===== src/rtl/button_pulse_conditioner_pkg.sv =====
// Shared definitions for the front-panel button conditioner: FSM encoding,
// default 100 MHz timing constants and a counter-width helper.
package button_pulse_conditioner_pkg;

    typedef enum logic [1:0] {
        IDLE   = 2'd0,
        HELD   = 2'd1,
        REPEAT = 2'd2
    } btn_state_e;

    localparam int DEFAULT_DEBOUNCE_CNT  = 1000000;   // 10 ms
    localparam int DEFAULT_HOLD_CYCLES   = 50000000;  // 500 ms
    localparam int DEFAULT_REPEAT_CYCLES = 10000000;  // 100 ms

    // A count of 1 still needs a one-bit counter.
    function automatic int cnt_width(input int n);
        return (n > 1) ? $clog2(n) : 1;
    endfunction

endpackage


===== src/rtl/button_pulse_conditioner_sync.sv =====
// Multi-flop synchronizer for asynchronous panel inputs; the reset value is a
// parameter so the chain powers up at the input's inactive level.
module button_sync #(
    parameter int   STAGES    = 2,
    parameter logic RESET_VAL = 1'b1
) (
    input  logic clk,
    input  logic reset,
    input  logic d,
    output logic q
);

    logic [STAGES-1:0] sync_r;

    // Shift the raw input through the synchronizer chain.
    always_ff @(posedge clk or posedge reset) begin
        if (reset) begin
            sync_r <= {STAGES{RESET_VAL}};
        end else begin
            sync_r <= {sync_r[STAGES-2:0], d};
        end
    end

    assign q = sync_r[STAGES-1];

endmodule


===== src/rtl/button_pulse_conditioner.sv =====
// Push-button conditioner: synchronize, debounce, and emit press/release
// strobes, with optional auto-repeat of the press strobe while held.
module button_pulse_conditioner
    import button_pulse_conditioner_pkg::*;
#(
    parameter int SYNC_STAGES   = 2,
    parameter int DEBOUNCE_CNT  = DEFAULT_DEBOUNCE_CNT,
    parameter int ACTIVE_LOW    = 1,
    parameter int HOLD_CYCLES   = DEFAULT_HOLD_CYCLES,
    parameter int REPEAT_CYCLES = DEFAULT_REPEAT_CYCLES
) (
    input  logic clk,
    input  logic reset,
    input  logic btn_raw,
    input  logic enable_repeat,
    output logic btn_level,
    output logic btn_press,
    output logic btn_release
);

    localparam logic INVERT = (ACTIVE_LOW != 0);
    localparam int   DB_W   = cnt_width(DEBOUNCE_CNT);
    localparam int   HOLD_W = cnt_width(HOLD_CYCLES);
    localparam int   REP_W  = cnt_width(REPEAT_CYCLES);

    localparam logic [DB_W-1:0]   DB_LAST   = DB_W'(DEBOUNCE_CNT - 1);
    localparam logic [HOLD_W-1:0] HOLD_LAST = HOLD_W'(HOLD_CYCLES - 1);
    localparam logic [REP_W-1:0]  REP_LAST  = REP_W'(REPEAT_CYCLES - 1);

    logic              sync_s;
    logic              pressed_s;
    logic              change_s;
    logic              rise_s;
    logic              fall_s;
    logic [DB_W-1:0]   db_cnt_r;
    logic              level_r;
    logic              press_r;
    logic              release_r;
    logic              press_s;
    logic              release_s;
    btn_state_e        state_r;
    btn_state_e        state_s;
    logic [HOLD_W-1:0] hold_cnt_r;
    logic [HOLD_W-1:0] hold_cnt_s;
    logic [REP_W-1:0]  rep_cnt_r;
    logic [REP_W-1:0]  rep_cnt_s;

    button_sync #(
        .STAGES    (SYNC_STAGES),
        .RESET_VAL (INVERT)
    ) u_sync (
        .clk   (clk),
        .reset (reset),
        .d     (btn_raw),
        .q     (sync_s)
    );

    assign pressed_s = sync_s ^ INVERT;
    assign change_s  = (pressed_s != level_r) && (db_cnt_r == DB_LAST);
    assign rise_s    = change_s && !level_r;
    assign fall_s    = change_s && level_r;

    // Debounce: the level follows the input only after DEBOUNCE_CNT stable cycles.
    always_ff @(posedge clk or posedge reset) begin
        if (reset) begin
            db_cnt_r <= '0;
            level_r  <= 1'b0;
        end else if (pressed_s == level_r) begin
            db_cnt_r <= '0;
        end else if (db_cnt_r == DB_LAST) begin
            db_cnt_r <= '0;
            level_r  <= pressed_s;
        end else begin
            db_cnt_r <= db_cnt_r + DB_W'(1'b1);
        end
    end

    // Press/repeat FSM next-state and strobe decode; a release outranks a repeat.
    always_comb begin
        state_s    = state_r;
        hold_cnt_s = hold_cnt_r;
        rep_cnt_s  = rep_cnt_r;
        press_s    = 1'b0;
        release_s  = 1'b0;
        if (fall_s) begin
            state_s    = IDLE;
            hold_cnt_s = '0;
            rep_cnt_s  = '0;
            release_s  = 1'b1;
        end else begin
            case (state_r)
                IDLE: begin
                    if (rise_s) begin
                        state_s    = HELD;
                        hold_cnt_s = '0;
                        press_s    = 1'b1;
                    end else begin
                        hold_cnt_s = '0;
                    end
                end
                HELD: begin
                    if (!enable_repeat) begin
                        hold_cnt_s = '0;
                    end else if (hold_cnt_r == HOLD_LAST) begin
                        state_s   = REPEAT;
                        rep_cnt_s = '0;
                        press_s   = 1'b1;
                    end else begin
                        hold_cnt_s = hold_cnt_r + HOLD_W'(1'b1);
                    end
                end
                REPEAT: begin
                    if (!enable_repeat) begin
                        state_s    = HELD;
                        hold_cnt_s = '0;
                    end else if (rep_cnt_r == REP_LAST) begin
                        rep_cnt_s = '0;
                        press_s   = 1'b1;
                    end else begin
                        rep_cnt_s = rep_cnt_r + REP_W'(1'b1);
                    end
                end
                default: begin
                    state_s    = IDLE;
                    hold_cnt_s = '0;
                    rep_cnt_s  = '0;
                end
            endcase
        end
    end

    // FSM state, counters and registered strobes.
    always_ff @(posedge clk or posedge reset) begin
        if (reset) begin
            state_r    <= IDLE;
            hold_cnt_r <= '0;
            rep_cnt_r  <= '0;
            press_r    <= 1'b0;
            release_r  <= 1'b0;
        end else begin
            state_r    <= state_s;
            hold_cnt_r <= hold_cnt_s;
            rep_cnt_r  <= rep_cnt_s;
            press_r    <= press_s;
            release_r  <= release_s;
        end
    end

    assign btn_level   = level_r;
    assign btn_press   = press_r;
    assign btn_release = release_r;

endmodule


===== config.mk =====
export PLATFORM = sky130hd
export DESIGN_NAME = button_pulse_conditioner
export DESIGN_NICKNAME = d
export VERILOG_FILES = /design/src/rtl/button_pulse_conditioner_pkg.sv /design/src/rtl/button_pulse_conditioner_sync.sv /design/src/rtl/button_pulse_conditioner.sv
export SDC_FILE = /design/constraint.sdc
export NUM_CORES = 1
export LEC_CHECK = 0
export ABC_CLOCK_PERIOD_IN_PS = 2300
export CAP_MARGIN = 10
export CORE_ASPECT_RATIO = 1.75
export CORE_MARGIN = 2
export CORE_UTILIZATION = 56
export CTS_BUF_LIST = sky130_fd_sc_hd__clkbuf_4 sky130_fd_sc_hd__clkbuf_8 sky130_fd_sc_hd__clkbuf_16
export DETAILED_ROUTE_END_ITERATION = 12
export PLACE_DENSITY_LB_ADDON = 0.25
export SKIP_LAST_GASP = 1
export SLEW_MARGIN = 20
export SYNTH_ARGS = -nofsm -noshare
export SYNTH_HDL_FRONTEND = slang
export SYNTH_HIERARCHICAL = 1
export SYNTH_SLANG_ARGS = --single-unit
export TNS_END_PERCENT = 20

===== constraint.sdc =====
create_clock -name clk -period 2.3 [get_ports clk]
set_clock_uncertainty 0.05 [all_clocks]
set_input_delay 0.23 -clock clk [delete_from_list [all_inputs] [get_ports clk]]
set_output_delay 0.23 -clock clk [all_outputs]
set_load 0.005 [all_outputs]

# Yosys cells after proc, flatten, opt, wreduce, memory -nomap -nowiden
# Cells that the tools add are included.
# op_classes
add_sub_neg,3
n_eq_ne,14
muxes,27
bitwise,2
n_reduce_logical,9
# op_table
operator,n
$mux W24,5
$mux W26,4
$pmux W24 S3,1
$pmux W26 S2,1
$mux W20,2
$add A26 B1 Y26 const B,1
$eq A26 B26 Y1 const B,1
$add A24 B1 Y24 const B,1
$eq A24 B24 Y1 const B,1
$add A20 B1 Y20 const B,1
$eq A20 B20 Y1 const B,1
$ne A3 B3 Y1 const B,5
$mux W2,5
$reduce_and A4 Y1,2
$mux W1,7
$pmux W2 S3,1
$ne A4 B4 Y1 const B,1
$reduce_and A2 Y1,2
$logic_and A1 B1 Y1,3
$pmux W1 S3,1
$eq A2 B1 Y1 const B,1
$eq A2 B2 Y1 const B,1
$logic_not A2 Y1,1
$ne A2 B2 Y1 const B,1
4 further kinds,5
# totals
ff_bits,77
in_bits,4
output_inout_bits,3
word_cells,63

# Longest topological paths before layout
# Gate-level depths: netlist of run 1.
# logic_depth
depth_word,7
mapped_depth,10
mapped_depth_nobuf,8

# Cells and area by module
# Netlist of run 1, hierarchy kept.
# by_module_without_submodules
mod,instances,cells_per_inst,area_per_inst_um2,seq_area_each_um2
button_pulse_conditioner,1,449,4210.3,1876.8
button_sync,1,3,56.3,52.6

# Least setup slack after synthesis of run 1
# OpenSTA, ideal clock, no wires.
# synth_timing
path_type,register to register
from,register hold_cnt_r[0]
to,register hold_cnt_r[5]
setup_ns,0.121
arrival_time_ns,2.011
t_required_ns,2.129
setup_slack_ns,0.118
path_stages_with_launch,9
n_path_buf,1
synth_period_minus_slack_ns,2.182
cell_sequence,dfrtp_1 -> ha_1 -> nand3_1 -> nor4_4 -> a41oi_4 -> nor2_2 -> buf_2 -> nor3_1 -> a22o_1
# synth_via
elab_chain_len,5
elab_cells_between_ends,8
classes_between,1 x add/sub; 2 x eq/ne; 4 x mux; 1 x reduce/logical
# synth_lines
element,line_no,source
start: declaration,button_pulse_conditioner.sv:43,logic [HOLD_W-1:0] hold_cnt_r;
start signal: assignment,button_pulse_conditioner.sv:142,hold_cnt_r <= hold_cnt_s;
$add A26 B1 Y26,button_pulse_conditioner.sv:109,hold_cnt_s = hold_cnt_r + HOLD_W'(1'b1);
$mux W26,button_pulse_conditioner.sv:104,end else if (hold_cnt_r == HOLD_LAST) begin
$mux W26,button_pulse_conditioner.sv:102,if (!enable_repeat) begin
$pmux W26 S2,button_pulse_conditioner.sv:91,case (state_r)
$mux W26,button_pulse_conditioner.sv:85,if (fall_s) begin
# Parallel ways exist; a longest one is shown, timed or not. The select of a mux whose other input is x is not followed.
# A chain may end at the register's enable or synchronous reset.

# Worst setup path in the final report of run 1
# layout_timing
from,register db_cnt_r[12]
to,register rep_cnt_r[5]
# layout_via
elab_chain_len,5
elab_cells_between_ends,9
classes_between,5 x eq/ne; 1 x mux; 3 x reduce/logical
# layout_lines
element,line_no,source
start: declaration,button_pulse_conditioner.sv:35,logic [DB_W-1:0] db_cnt_r;
start signal: assignment,button_pulse_conditioner.sv:74,db_cnt_r <= db_cnt_r + DB_W'(1'b1);
$eq A20 B20 Y1 *,button_pulse_conditioner.sv:59,assign change_s = (pressed_s != level_r) && (db_cnt_r == DB_LAST);
$logic_and A1 B1 Y1 *,button_pulse_conditioner.sv:59,
$logic_and A1 B1 Y1 *,button_pulse_conditioner.sv:61,assign fall_s = change_s && level_r;
via fall_s,button_pulse_conditioner.sv:34,logic fall_s;
$ne A3 B3 Y1 (no line) / $ne A2 B2 Y1 (equally long branches),n/a,
$reduce_and A4 Y1 (no line),n/a,
end signal: assignment,button_pulse_conditioner.sv:143,rep_cnt_r <= rep_cnt_s;
end: declaration,button_pulse_conditioner.sv:45,logic [REP_W-1:0] rep_cnt_r;
# The timed path passes the listed nets; every way through them passes the cells marked *.

==> run summary, run 1 <==
Synth Instances: 452
Tot GR Track Use: 24.64%
Initial antenna violation count: 0
DRC viols: 0
EDFF count, synth: 0
Final worst slack: -0.02928 ns
Clk_lat worst skew: 0.35 ns
Placed cells: 574
VDD IR-drop max: 0.0005308 V
Initial Util: 57.18%
Status: finished with violations
Endpoints failing setup: 3
# diodes: 0
CP Data Required Time: 2.51 ns
Fill cells: 604
Post-Syn Area per Cell: 9.439 sq um
Synth Cell Area: 4267 sq um
Area grow syn2layout: 20.47%
Antenna viol nets, final: 0
Ys async rst share: 100.0%
Failing checks: negative setup slack
Top Layer Used: met4
RSZ-0062 raised after global routing: yes
DRT iter0 DRCs: 329
Final Core Density: 68.88%
Crit Path Max Fanout: 6
#FFs+latches synth: 77
CP peak stage delay: 0.50 ns
Layout cells sized above 1: 17.00%
Seq/Total Area, Yosys: 45.22%
Drt first pass iters: 5
Die width: 69.98 um
Reg-to-reg slack, setup: -0.03 ns
Total design power: 2.800 mW
Worst slew margin relative to its limit: 72.14%
Pwr/cell area: 544.7 nW/um^2
Final Hold Viols: 0
Total gr overflow: 0
Delay-heaviest family, CP: simple AND/OR/NAND/NOR gates
CP startpoint kind: flip-flop
WL/cell: 16.99 um
Worst reg-to-reg path cell count: 8
Post-route insts no fill: 594
Highest-count cells in the layout ignoring fill and taps: dfrtp_1 (75), nor2_1 (55), buf_4 (41)
Row cnt: 42
Period minus WS final: 2.329 ns
Count of pins over their slew limit: 0
Vias/cell: 6.219
Actual slew at the worst max-slew pin: 0.4141 ns
Reg clk slew, reported paths: 0.06 ns
FF-to-FF Start: db_cnt_r[12]
Netlist cell types: 53
Slowest library cell on the worst path: or4_1
Area of the die: 8361 sq um
Design area: 5140 sq um
Syn Nets: 464
Final net count: 513
Hpwl dp: 6.749 mm
Leak: 2.264 nW
CTS Hold Bufs: 0
Worst min path class: primary input to async pin
I/O pin total: 7
I/O Buffers: 6
Final WL: 10.09 mm
Final worst path period share: 101.3%
CTS tree: built
M1 WL: 3.979 mm
Met3 wire len: 305 um
Top_reg_cell synth: dfrtp_1
Worst path arrival time: 2.54 ns
Die Y: 119.5 um
First-pass GRT wire length: 16.40 mm
Buffers & Inverters on Critical Path: 2
Largest net degree at the start of global routing: 76
Worst Path Class, Setup: flip-flop to flip-flop
Total placed instance area: 4737 sq um
Yosys Warn Count: 6
FMAX: 0.4293 GHz
Critical path cell sequence: nor4_2 -> nand4_1 -> buf_4 -> nor3_4 -> nor2_4 -> buf_12 -> or4_1 -> o21ai_0
Commonest non-fill, non-tap cell in the layout: dfrtp_1
Setup_tns: -0.04529 ns
Crit. End Element: flip-flop
FF-to-FF End: rep_cnt_r[5]
GP Congestion: 0.8635
Num CTS Buffers: 9
Vias in the first global route: 3,635
CORE AREA: 7462 sq um
H-tree Lvls: 3
Routed via count: 3,694
CTS Root Cell: clkbuf_16
Max Cap Viol: 0
CTS sink cnt: 77
Max clock buf depth: 2
Met2 routed WL: 5.598 mm
-- synthesized netlist by cell type (8+ instances only) --
master,n,area (sq um)
and3_1,14,87.58
nor4_1,8,50.05
nand4_1,18,112.6
nand3_1,24,120.1
dfrtp_1,75,1877
xor2_1,29,254.0
o211ai_1,9,67.56
ha_1,8,100.1
o21ai_0,22,110.1
nor2_1,56,210.2
inv_1,18,67.56
or3_1,10,62.56
nand2_1,23,86.33
a21oi_1,22,110.1
-- state kept, by name (all words and copies together) (netlist names) --
signal	count
hold_cnt_r	26
rep_cnt_r	24
db_cnt_r	20
state_r	2
u_sync/sync_r	2
btn_level	1
btn_press	1
btn_release	1
-- where the power goes --
part / internal [mW] / switching [mW]
clock network: 0.789 / 0.575
logic: 0.0218 / 0.0458
registers: 1.36 / 0.00608
total: 2.17 / 0.627
-- area by class of cell --
cell class              instances  area (sq um)  area share, %
flip-flops and latches         77          1929          37.54
repair buffers                 54         509.2          9.907
well taps                      88         110.1          2.142
clock buffers                  11         252.7          4.917
multi-input cells             341          2237          43.52
inverters                      18         67.56          1.315
clock inverters                 5         33.78         0.6573
-- per-layer routing --
layer / vias to the layer above / track usage, %
li1: 1741 / -
met3: 19 / 4.230
met5: - / 0
met1: 1850 / 28.00
met2: 84 / 43.39
met4: 0 / 13.10
-- worst max path at each step --
| stage | to | startpoint | slack, ns | cells past startpoint |
|---|---|---|---|---|
| finish | rep_cnt_r[5] | db_cnt_r[12] | -0.03 | 8 |
| global route | rep_cnt_r[5] | db_cnt_r[12] | -0.16 | 8 |
| floorplan | btn_level | reset | 0.11 | 1 |
| detailed placement | rep_cnt_r[15] | db_cnt_r[0] | -0.04 | 8 |
| CTS | hold_cnt_r[5] | hold_cnt_r[7] | -0.03 | 6 |
| global placement | rep_cnt_r[15] | db_cnt_r[0] | -0.02 | 8 |
-- through the flow --
step	hold slack (ns)	setup WS, ns
2_1_floorplan	0.09150	0.1100
4_1_cts	0.2077	-0.03042
3_5_place_dp	0.3014	-0.03648
6_report	0.2126	-0.02928
3_3_place_gp	0.2967	-0.01694
5_1_grt	0.2387	-0.1568
-- cell families after synthesis --
| kind of cell | count (synthesis) | share of synthesized area (%) |
|---|---|---|
| and+or+nand+nor | 201 | 25.84 |
| AOI/OAI and AO/OA | 93 | 15.01 |
| DFF | 77 | 45.22 |
| xor gates and xnor gates | 35 | 7.185 |
| buffers and inverters | 34 | 3.460 |
| adders and majority gates | 8 | 2.346 |
| muxes | 4 | 0.9385 |
-- timing repair --
item / 4_1_cts / 5_1_grt
buffers inserted: 0 / 2
endpoints found under the setup margin: 6 / 38
endpoints found under the hold margin: 0 / 0
cloned: 0 / 2
pin swaps: 0 / 6
resized for setup: 1 / 11
No activity file was read; power rests on OpenSTA's default activity.
==> run 2, diff against run 1 <==
--- a/config.mk
+++ b/config.mk
@@ -13,6 +13,7 @@
 export CTS_BUF_LIST = sky130_fd_sc_hd__clkbuf_4 sky130_fd_sc_hd__clkbuf_8 sky130_fd_sc_hd__clkbuf_16
 export DETAILED_ROUTE_END_ITERATION = 12
 export PLACE_DENSITY_LB_ADDON = 0.25
+export SETUP_SLACK_MARGIN = 0.05
 export SKIP_LAST_GASP = 1
 export SLEW_MARGIN = 20
 export SYNTH_ARGS = -nofsm -noshare
==> run 2 against run 1 <==
  * The run still ends with negative setup slack left
  * Cell area grew 0.95%
  * Register-to-register slack about the same
  * Sequential share of layout area shrank 0.33 points
  * Maximum frequency fell by 0.42%
  * Non-clock buffer count up 1
  * Largest cell class unchanged
  * Largest power group unchanged
  * Highest routed layer unchanged
==> run summary, run 2 (same netlist as run 1, synthesis figures left out) <==
Num CTS Buffers: 9 (unchanged)
Period minus WS final: 2.339 ns (+0.009901 ns)
Endpoints failing setup: 1 (-2)
Largest net degree at the start of global routing: 76 (unchanged)
Worst path arrival time: 2.54 ns (about the same)
CTS sink cnt: 77 (unchanged)
CP startpoint kind: flip-flop
Worst hold margin: 0.2126 ns (-0.00007700 ns)
GP Congestion: 0.8635 (unchanged)
CTS Hold Bufs: 0 (unchanged)
Count of pins over their slew limit: 0 (unchanged)
Routed via count: 3,722 (+0.76%)
Failing checks: negative setup slack
Slowest library cell on the worst path: or4_4
Crit. End Element: flip-flop
Die width: 69.98 um (unchanged)
Area of the die: 8361 sq um (unchanged)
Final worst path period share: 101.7% (+0.43 points)
Design area: 5189 sq um (+0.95%)
Total gr overflow: 0 (unchanged)
CP Data Required Time: 2.51 ns (about the same)
Reg clk slew, reported paths: 0.06 ns (about the same)
Critical path cell sequence: or4_4 -> and4bb_1 -> a21o_4 -> nor2_4 -> buf_12 -> or4_1 -> o21ai_0
Tot GR Track Use: 24.64% (unchanged)
Final worst slack: -0.03918 ns (-0.009901 ns)
Placed cells: 574 (unchanged)
Commonest non-fill, non-tap cell in the layout: dfrtp_1
Max clock buf depth: 2 (unchanged)
Leak: 2.292 nW (+1.2%)
I/O Buffers: 6 (unchanged)
Max Cap Viol: 0 (unchanged)
First-pass GRT wire length: 16.40 mm (unchanged)
I/O pin total: 7 (unchanged)
Top Registers: hold_cnt_r x26, rep_cnt_r x24, db_cnt_r x20
Area grow syn2layout: 21.61%
Dpl ws: -0.03648 ns (unchanged)
Worst min path class: primary input to async pin
DRC viols: 0 (unchanged)
Most flop-heavy register: hold_cnt_r
Final WL: 10.27 mm (+1.7%)
Row cnt: 42 (unchanged)
Total placed instance area: 4737 sq um (unchanged)
Drt first pass iters: 5 (unchanged)
RSZ-0062 raised after global routing: yes
Initial antenna violation count: 0 (unchanged)
Hpwl dp: 6.749 mm (unchanged)
Initial Util: 57.18% (unchanged)
Pwr/cell area: 540.5 nW/um^2 (-0.78%)
Highest-count cells in the layout ignoring fill and taps: dfrtp_1 (74), nor2_1 (55), buf_4 (42)
CP peak stage delay: 0.54 ns (+0.04 ns)
Post-route insts no fill: 595 (+0.17%)
FMAX: 0.4275 GHz (-0.42%)
H-tree Lvls: 3 (unchanged)
Die Y: 119.5 um (unchanged)
Crit Path Max Fanout: 6 (unchanged)
Layout cells sized above 1: 18.34% (+1.3 points)
Clk_lat worst skew: 0.35 ns (about the same)
Largest register FFs: 26 (unchanged)
Final Core Density: 69.53% (+0.65 points)
Vias in the first global route: 3,637 (+0.055%)
CTS tree: built
Worst slew margin relative to its limit: 71.63% (-0.51 points)
WL/cell: 17.26 um (+1.6%)
# diodes: 0 (unchanged)
Final net count: 514 (+0.19%)
Antenna viol nets, final: 0 (unchanged)
Worst Path Class, Setup: flip-flop to flip-flop
Final Hold Viols: 0 (unchanged)
CORE AREA: 7462 sq um (unchanged)
VDD IR-drop max: 0.0005328 V (+0.38%)
DRT iter0 DRCs: 331 (+0.61%)
Vias/cell: 6.255 (+0.59%)
Status: finished with violations
Actual slew at the worst max-slew pin: 0.4217 ns (+0.007563 ns)
CTS Root Cell: clkbuf_16
-- run 2: changes by cell type in the layout (fill, tap and decap cells not counted), sizes merged --
cell	before	now
buf	46	47
-- run 2: final cells by class --
type	count	area [sq um]
tap	88	110.1
multi-input combinational	341	2277
inverter	18	67.56
fill	591	2273
clock buffer	11	252.7
clock inverter	5	33.78
sequential	77	1931
timing repair buffer	55	516.7
-- run 2: routing by layer --
layer | routed length (um) | up-vias | global-route usage (%)
met5 | 0 | - | 0
met4 | 266 | 0 | 13.10
li1 | - | 1740 | -
met2 | 5668 | 112 | 43.45
met1 | 3936 | 1841 | 27.95
met3 | 398 | 29 | 4.230
-- run 2: where the power goes --
part / internal (mW) / leakage, nW / switching, mW
registers: 1.36 / 0.992 / 0.00580
clock network: 0.789 / 0.138 / 0.577
logic: 0.0233 / 1.16 / 0.0474
total: 2.17 / 2.29 / 0.630
-- run 2: metrics by stage --
stage / power, mW / TNS, ns
after floorplan: 1.430 / 0
after global placement: 1.461 / -0.01694
after detailed placement: 1.462 / -0.07897
after CTS: 2.813 / -0.02560
after global routing: 2.876 / -1.375
final: 2.804 / -0.03918
-- run 2: path summary, 6_finish.rpt --
path	start	to	slack, ns	depth (start not counted)
max	hold_cnt_r[11]	rep_cnt_r[5]	-0.04	7
min	reset	u_sync/sync_r[1]	0.21	2
max reg2reg	hold_cnt_r[11]	rep_cnt_r[5]	-0.04	7
min reg2reg	u_sync/sync_r[0]	u_sync/sync_r[1]	0.30	0
max in group asynchronous	reset	db_cnt_r[9]	1.59	3
min in group clk	btn_raw	u_sync/sync_r[0]	0.24	1
-- run 2: what timing repair did --
item	in CTS	in global routing
gates cloned	0	2
setup buffers	0	3
pin swaps	0	8
setup endpoints to repair	17	49
resized for setup	2	20
-- run 2: critical path: cells and delay by family, from the launching register on --
kind	cells	cell delay [ns]
compound gates	2	0.25
buf+inv	1	0.15
flops	1	0.38
simple gates	4	1.43
==> run 3, diff against run 2 <==
--- a/config.mk
+++ b/config.mk
@@ -12,7 +12,7 @@
 export CORE_UTILIZATION = 56
 export CTS_BUF_LIST = sky130_fd_sc_hd__clkbuf_4 sky130_fd_sc_hd__clkbuf_8 sky130_fd_sc_hd__clkbuf_16
 export DETAILED_ROUTE_END_ITERATION = 12
-export PLACE_DENSITY_LB_ADDON = 0.25
+export PLACE_DENSITY = 0.75
 export SETUP_SLACK_MARGIN = 0.05
 export SKIP_LAST_GASP = 1
 export SLEW_MARGIN = 20
==> run 3 against run 2 <==
  * Register-to-register slack better by 0.11 ns
  * Sequential power hardly changed
  * The run now ends clean
  * Critical path depth increased by 1
  * Largest power group is now clock
==> run summary, run 3 (same netlist as run 1, synthesis figures left out) <==
Worst path arrival time: 2.44 ns (-0.10 ns)
Worst min path class: primary input to async pin
Drt first pass iters: 5 (unchanged)
Reg power frac: 47.0% (-1.8 points)
Area of the die: 8361 sq um (unchanged)
Worst hold margin: 0.1551 ns (-0.05745 ns)
Top Registers: hold_cnt_r x26, rep_cnt_r x24, db_cnt_r x20
# diodes: 0 (unchanged)
CTS Hold Bufs: 0 (unchanged)
Worst slew margin relative to its limit: 69.24% (-2.4 points)
Worst Path Class, Setup: flip-flop to flip-flop
Die Y: 119.5 um (unchanged)
Commonest non-fill, non-tap cell in the layout: dfrtp_1
Period minus WS final: 2.230 ns (-0.1094 ns)
I/O pin total: 7 (unchanged)
DRT iter0 DRCs: 247 (-25%)
Initial Util: 57.18% (unchanged)
GP Congestion: 0.8230 (-4.7%)
Hpwl dp: 6.990 mm (+3.6%)
H-tree Lvls: 3 (unchanged)
Crit Path Max Fanout: 7 (+1)
Num CTS Buffers: 9 (unchanged)
Final Hold Viols: 0 (unchanged)
Slowest library cell on the worst path: or4_4
Clock Power Share: 50.5% (+1.8 points)
Status: finished clean
CTS tree: built
Sw power: 0.5990 mW (-4.9%)
Final net count: 520 (+1.2%)
Die width: 69.98 um (unchanged)
Final WL: 10.20 mm (-0.72%)
Vias in the first global route: 3,551 (-2.4%)
CP peak stage delay: 0.53 ns (about the same)
Max Cap Viol: 0 (unchanged)
I/O Buffers: 6 (unchanged)
Antenna viol nets, final: 0 (unchanged)
First-pass GRT wire length: 16.56 mm (+0.97%)
Final worst path period share: 96.95% (-4.8 points)
Pwr/cell area: 550.8 nW/um^2 (+1.9%)
CORE AREA: 7462 sq um (unchanged)
Max clock buf depth: 2 (unchanged)
Highest-count cells in the layout ignoring fill and taps: dfrtp_1 (75), nor2_1 (53), buf_4 (45)
Tot GR Track Use: 24.81% (+0.17 points)
Layout cells sized above 1: 20.08% (+1.7 points)
Delay-heaviest family, CP: simple AND/OR/NAND/NOR gates
Combinational share of power: 2.5% (about the same)
Internal: 2.309 mW (+6.2%)
CTS sink cnt: 77 (unchanged)
Buffers & Inverters on Critical Path: 2 (+1)
CP startpoint kind: flip-flop
FMAX: 0.4485 GHz (+4.9%)
Reg-to-reg slack, setup: 0.07 ns (+0.11 ns)
Crit. End Element: flip-flop
Endpoints failing setup: 0 (-1)
Clk_lat worst skew: 0.34 ns (about the same)
Area grow syn2layout: 23.75%
Initial antenna violation count: 0 (unchanged)
Count of pins over their slew limit: 0 (unchanged)
DRC viols: 0 (unchanged)
Met2 routed WL: 5.500 mm (-3.0%)
Routed via count: 3,679 (-1.2%)
Row cnt: 42 (unchanged)
Final Core Density: 70.76% (+1.2 points)
VDD IR-drop max: 0.0004032 V (-24%)
Met3 wire len: 327 um (-18%)
Most flop-heavy register: hold_cnt_r
Actual slew at the worst max-slew pin: 0.4614 ns (+0.03968 ns)
Top Layer Used: met4
CTS Root Cell: clkbuf_16
Critical path cell sequence: or4_4 -> and4bb_1 -> a21o_4 -> nor2_4 -> buf_12 -> buf_4 -> nor4_1 -> o21bai_1
Sw Ratio: 20.60% (-1.9 points)
CP Data Required Time: 2.51 ns (about the same)
Largest register FFs: 26 (unchanged)
WL/cell: 16.96 um (-1.7%)
Reg clk slew, reported paths: 0.06 ns (about the same)
Leak: 2.307 nW (+0.66%)
Largest net degree at the start of global routing: 62 (-18%)
RSZ-0062 raised after global routing: yes
Total gr overflow: 0 (unchanged)
Vias/cell: 6.121 (-2.1%)
M1 WL: 4.065 mm (+3.3%)
## run 3: worst register-to-register path: cells and delay by family, from the launching register on
kind                   cells  cell delay (ns)
AND/OR/NAND/NOR            4             1.16
flip-flops                 1             0.38
buffers and inverters      2             0.28
AO/OA/AOI/OAI              2             0.28
## run 3: final cells by class
type                    count  area, sq um
repair buffers             60        570.5
clock buffers              12        266.5
well taps                  88        110.1
clock inverters             4        45.04
flip-flops and latches     77         1929
multi-input cells         342         2291
inverters                  18        67.56
fillers                   555         2182
## run 3: path summary, 6_finish.rpt
path,startpoint,to,depth (start not counted)
setup / recovery,hold_cnt_r[11],rep_cnt_r[17],8
hold / removal,reset,btn_release,2
setup reg to reg,hold_cnt_r[11],rep_cnt_r[17],8
hold reg to reg,u_sync/sync_r[0],u_sync/sync_r[1],0
max in group asynchronous,reset,db_cnt_r[3],3
min in group clk,btn_raw,u_sync/sync_r[0],1
## run 3: through the flow
stage | instances | setup TNS (ns) | instance area (sq um) | total power [mW] | worst slack (ns)
detailed placement | 579 | -0.08455 | 4787 | 1.461 | -0.05335
floorplan | 452 | 0 | 4267 | 1.430 | 0.1100
global placement | 579 | -0.08029 | 4787 | 1.460 | -0.04114
CTS | 595 | -0.009746 | 5099 | 2.913 | -0.005735
finish | 601 | 0 | 5280 | 2.908 | 0.07018
global route | 601 | 0 | 5280 | 2.991 | 0.003141
## run 3: what timing repair did
item | in CTS | in global routing
endpoints found under the setup margin | 14 | 45
cloned | 0 | 3
pin swaps | 0 | 13
setup buffers | 0 | 3
resized for setup | 1 | 25
## run 3: metal layers
| layer | track usage, % | up-vias |
|---|---|---|
| li1 | - | 1758 |
| met1 | 29.76 | 1804 |
| met2 | 43.39 | 90 |
| met3 | 4.230 | 27 |
| met4 | 10.46 | 0 |
| met5 | 0 | - |
## run 3: power groups by stage
stage / logic, mW / clock network [mW] / registers (mW)
2_1_floorplan: 0.0385 / 0 / 1.39
6_report: 0.0724 / 1.47 / 1.37
3_3_place_gp: 0.0675 / 0 / 1.39
4_1_cts: 0.0695 / 1.47 / 1.37
5_1_grt: 0.0827 / 1.54 / 1.37
3_5_place_dp: 0.0688 / 0 / 1.39
